$ cat config.mk
export PLATFORM = sky130hd
export DESIGN_NAME = request_encoder_16to4
export DESIGN_NICKNAME = d
export VERILOG_FILES = /design/src/rtl/encdec_pkg.sv /design/src/rtl/find_first_16.sv /design/src/rtl/request_encoder_16to4.sv
export SDC_FILE = /design/constraint.sdc
export NUM_CORES = 1
export LEC_CHECK = 0
export CORE_ASPECT_RATIO = 1.75
export CORE_MARGIN = 3
export CORE_UTILIZATION = 40
export DETAILED_ROUTE_END_ITERATION = 10
export PLACE_DENSITY = 0.71
export SLEW_MARGIN = 20
export SYNTH_ARGS = -nofsm -noshare
export SYNTH_HDL_FRONTEND = slang
export SYNTH_SLANG_ARGS = --single-unit
$ cat constraint.sdc
create_clock -name clk -period 3.2 [get_ports clk]
set_clock_uncertainty 0.2 [all_clocks]
set_input_delay 0.64 -clock clk [delete_from_list [all_inputs] [get_ports clk]]
set_output_delay 0.64 -clock clk [all_outputs]
set_load 0.03 [all_outputs]
$ cat src/rtl/encdec_pkg.sv
// rtl/encdec_pkg.sv - shared constants and types for the 16-line encoder/decoder pair
package encdec_pkg;
  localparam int N_LINES = 16;
  localparam int IDX_W   = 4;

  typedef logic [IDX_W-1:0]   idx_t;
  typedef logic [N_LINES-1:0] line_vec_t;
endpackage

$ cat src/rtl/find_first_16.sv
// rtl/find_first_16.sv - first set bit of a 16-bit vector, scanning upward from start with wrap
module find_first_16
  import encdec_pkg::*;
(
  input  line_vec_t vec,
  input  idx_t      start,
  output idx_t      idx,
  output logic      found
);

  logic [2*N_LINES-1:0] dbl;
  line_vec_t            rot;
  idx_t                 low;

  always_comb begin
    // rot[i] = vec[(i + start) mod 16], so the lowest set bit of rot is the first hit at or after start
    dbl   = {vec, vec} >> start;
    rot   = dbl[N_LINES-1:0];
    low   = '0;
    found = 1'b0;
    for (int i = N_LINES - 1; i >= 0; i--) begin
      if (rot[i]) begin
        low   = idx_t'(i);
        found = 1'b1;
      end
    end
    idx = low + start;
  end

endmodule

$ cat src/rtl/request_encoder_16to4.sv
// rtl/request_encoder_16to4.sv - latches 16 request lines and issues them as 4-bit indices over valid/ready
module request_encoder_16to4
  import encdec_pkg::*;
#(
  parameter int ROUND_ROBIN = 0
)
(
  input  logic      clk,
  input  logic      rst_n,
  input  logic      enable,
  input  line_vec_t req,
  output idx_t      y,
  output logic      valid,
  input  logic      ready,
  output line_vec_t pending,
  output logic      overflow
);

  line_vec_t req_en;
  line_vec_t take_mask;
  idx_t      last_idx;
  idx_t      start;
  idx_t      pick;
  logic      found;
  logic      take;

  assign req_en = req & {N_LINES{enable}};
  assign take   = !valid || ready;
  assign start  = (ROUND_ROBIN != 0) ? idx_t'(last_idx + 4'd1) : '0;

  find_first_16 u_find_first (
    .vec   (pending),
    .start (start),
    .idx   (pick),
    .found (found)
  );

  always_comb begin
    take_mask = '0;
    if (take && found) begin
      take_mask[pick] = 1'b1;
    end
  end

  always_ff @(posedge clk) begin
    if (!rst_n) begin
      pending  <= '0;
      y        <= '0;
      valid    <= 1'b0;
      overflow <= 1'b0;
      last_idx <= idx_t'(N_LINES - 1);
    end else begin
      pending  <= (pending & ~take_mask) | req_en;
      // a re-request of the bit being retired this cycle is not a collision
      overflow <= |(req_en & pending & ~take_mask);
      if (take) begin
        if (found) begin
          y        <= pick;
          valid    <= 1'b1;
          last_idx <= pick;
        end else begin
          y     <= '0;
          valid <= 1'b0;
        end
      end
    end
  end

endmodule

==> impl_metrics.tcl <==
set metrics [dict create \
    status "complete, no violations" \
    initial_utilization_pct 42.9 \
    diodes 0 \
    synth.distinct_cells 42 \
    clock.fmax_mhz 374 \
    holdCritStartpoint "y[3]" \
    cts_tree "built" \
    synth_nets 180 \
    min_path_type "reg -> reg" \
    p_leak_nw 0.623 \
    ys_ff_latch 22 \
    postSynthCellCount 160 \
    die_h_um 80.9 \
    hold_depth 2 \
    cts_sinks 22 \
    core_um2 2990 \
    ir_drop_v 0.000366 \
    first_pass_iters 4 \
    setup_viol 0 \
    gp_congestion 0.966 \
    r2r_cells 6 \
    row_count 26 \
    drc 0 \
    end_kind "register" \
    wl_met3_um 288 \
    total_power_mw 0.801 \
    cap_violations 0 \
    r2r_slack_ns 0.72 \
    postCtsHoldBufs 0 \
    routed.top_layer "met4" \
    cp.required_ns 3.16 \
    antenna_found_initial 0 \
    dieArea_um2 3950 \
    tns_ns 0 \
    syn_to_final_growth_pct 36.9 \
    ys_seq_area_share_pct 34.3 \
    clock_tree.buffer_depth 2 \
    track_usage_pct 20.9 \
    path_class "in -> reg" \
    yosys-top-cells-count "22 x dfxtp_1, 22 x nand2_1, 12 x a21boi_0, 10 x o21ai_0" \
    htreeDepth 1 \
    dr_total_vias 1425 \
    ys_warn_count 0 \
    hold_viol_final 0 \
    ant_nets 0 \
    maxSlewHeadroom_pct 52.4 \
    nets 217 \
    wl_per_cell_um 16.5 \
    io_pins 42 \
    cts-resized-gates 0 \
    synth_area_leaders "dfxtp_1 34%, a21boi_0 7.0%, nand2_1 6.4%" \
    grt_max_degree 23 \
    hold_end "y[3]" \
    min_period_ns 2.68 \
    die_w_um 48.8 \
    wl_met2_mm 2.03 \
    root_buffer "clkbuf_8" \
    finalWirelength_mm 3.93 \
    crit_fanout 9 \
    slew_violations 0 \
    synth_ff_type "dfxtp_1" \
    syn_avg_cell_area_um2 8.02 \
    drive_above_1_share_pct 4.59 \
    crit_arrival_ns 2.64 \
    grt_pass1_vias 1422 \
    netlist_area_um2 1280 \
    first_iter_violations 127 \
    grt_pass1_wl_mm 6.59 \
    postCtsSetupRepairBufs 0 \
    clock_latency_ns 0.26 \
    tightest_slew_ns 0.712 \
    setup.worst_path.start "ready" \
    fill_cells 285 \
    numCtsBuffers 3 \
    gr-total-overflow 0 \
    io_buffers 41 \
    yosysTopAreaCell "dfxtp_1" \
    cp-start-kind "input port" \
    place_hpwl_mm 2.95 \
    clkTransAtPathRegs_ns 0.08 \
    met1_length_mm 1.48 \
    finalCritPeriodShare_pct 83.6 \
    vias_per_cell 5.99 \
    synth_edf_count 0 \
    grt_setup_unrepaired "no" \
    synth_top_area_share_pct 34.3 \
    async_flop_share_pct 0 \
    power_density_nw_per_um2 456 \
    r2r-end "overflow" \
    reg2reg_from "pending[3]" \
]
==> stage by stage <==
step / util (%) / hold WS (ns) / instance area, um^2 / worst slack, ns / instances
CTS: 58.7 / 0.291 / 1760 / 0.584 / 238
global route: 58.7 / 0.298 / 1760 / 0.478 / 238
global placement: 56.8 / 0.261 / 1700 / 0.426 / 234
detailed placement: 56.8 / 0.273 / 1700 / 0.324 / 234
finish: 58.7 / 0.278 / 1760 / 0.524 / 238
floorplan: - / 0.386 / 1280 / 0.805 / 160
==> cell usage in the layout (no fill, tap or decap), types with 4 or more instances in the layout <==
cell type,Yosys,layout
clkdlybuf4s50_1,0,41
o211ai_1,4,4
clkbuf_8,0,4
o21ai_0,10,10
dfxtp_1,22,22
inv_1,5,5
nor2_1,9,9
o31ai_1,4,4
nand3_1,5,5
nor2b_1,9,9
a22oi_1,9,9
nand2_1,22,22
a21boi_0,12,12
nor4_1,4,4
==> where the power goes <==
part / switching [mW] / leakage [nW] / total [mW] / internal, mW
clock network: 0.0912 / 0.0288 / 0.201 / 0.110
registers: 0.0297 / 0.182 / 0.325 / 0.295
logic: 0.157 / 0.412 / 0.275 / 0.118
==> metal layers <==
layer	up-vias	track usage, %
li1	668	-
met1	663	23.9
met2	75	37.9
met3	19	3.12
met4	0	9.97
met5	-	0
==> kinds of logic (layout without fill, tap and decap cells) <==
family	after synthesis	after routing	share of synthesized area, %
flops	22	22	34.3
buf+inv	14	50	4.98
simple gates	65	65	25.9
compound gates	59	59	34.8
==> worst max-delay path, stage by stage <==
cell and delay [ns]:
clkdlybuf4s50_1 0.47, nand2b_1 0.32, and3_1 0.33, nand3_1 0.13
a31oi_1 0.25, o2111ai_1 0.14, o311a_1 0.36
==> flip-flops by register name (all words and copies together), names as in the netlist <==
signal    count
overflow      1
valid         1
y             4
pending      16
==> cell type report <==
| cell class | count | area [um^2] | area share (%) |
|---|---|---|---|
| Multi-Input combinational cell | 124 | 778 | 44.3 |
| Sequential cell | 22 | 440 | 25.1 |
| Timing Repair Buffer | 41 | 410 | 23.4 |
| Clock buffer | 4 | 55.1 | 3.14 |
| Tap cell | 42 | 52.6 | 2.99 |
| Inverter | 5 | 18.8 | 1.07 |
==> how the worst max path moves through the flow <==
| stage | slack, ns | cells after the start | to |
|---|---|---|---|
| 2_1_floorplan | 0.81 | 7 | overflow |
| 3_3_place_gp | 0.43 | 7 | overflow |
| 3_5_place_dp | 0.32 | 7 | overflow |
| 4_1_cts | 0.58 | 7 | overflow |
| 5_1_grt | 0.48 | 8 | overflow |
| 6_report | 0.52 | 7 | overflow |
(Power assumes the default switching activity.)
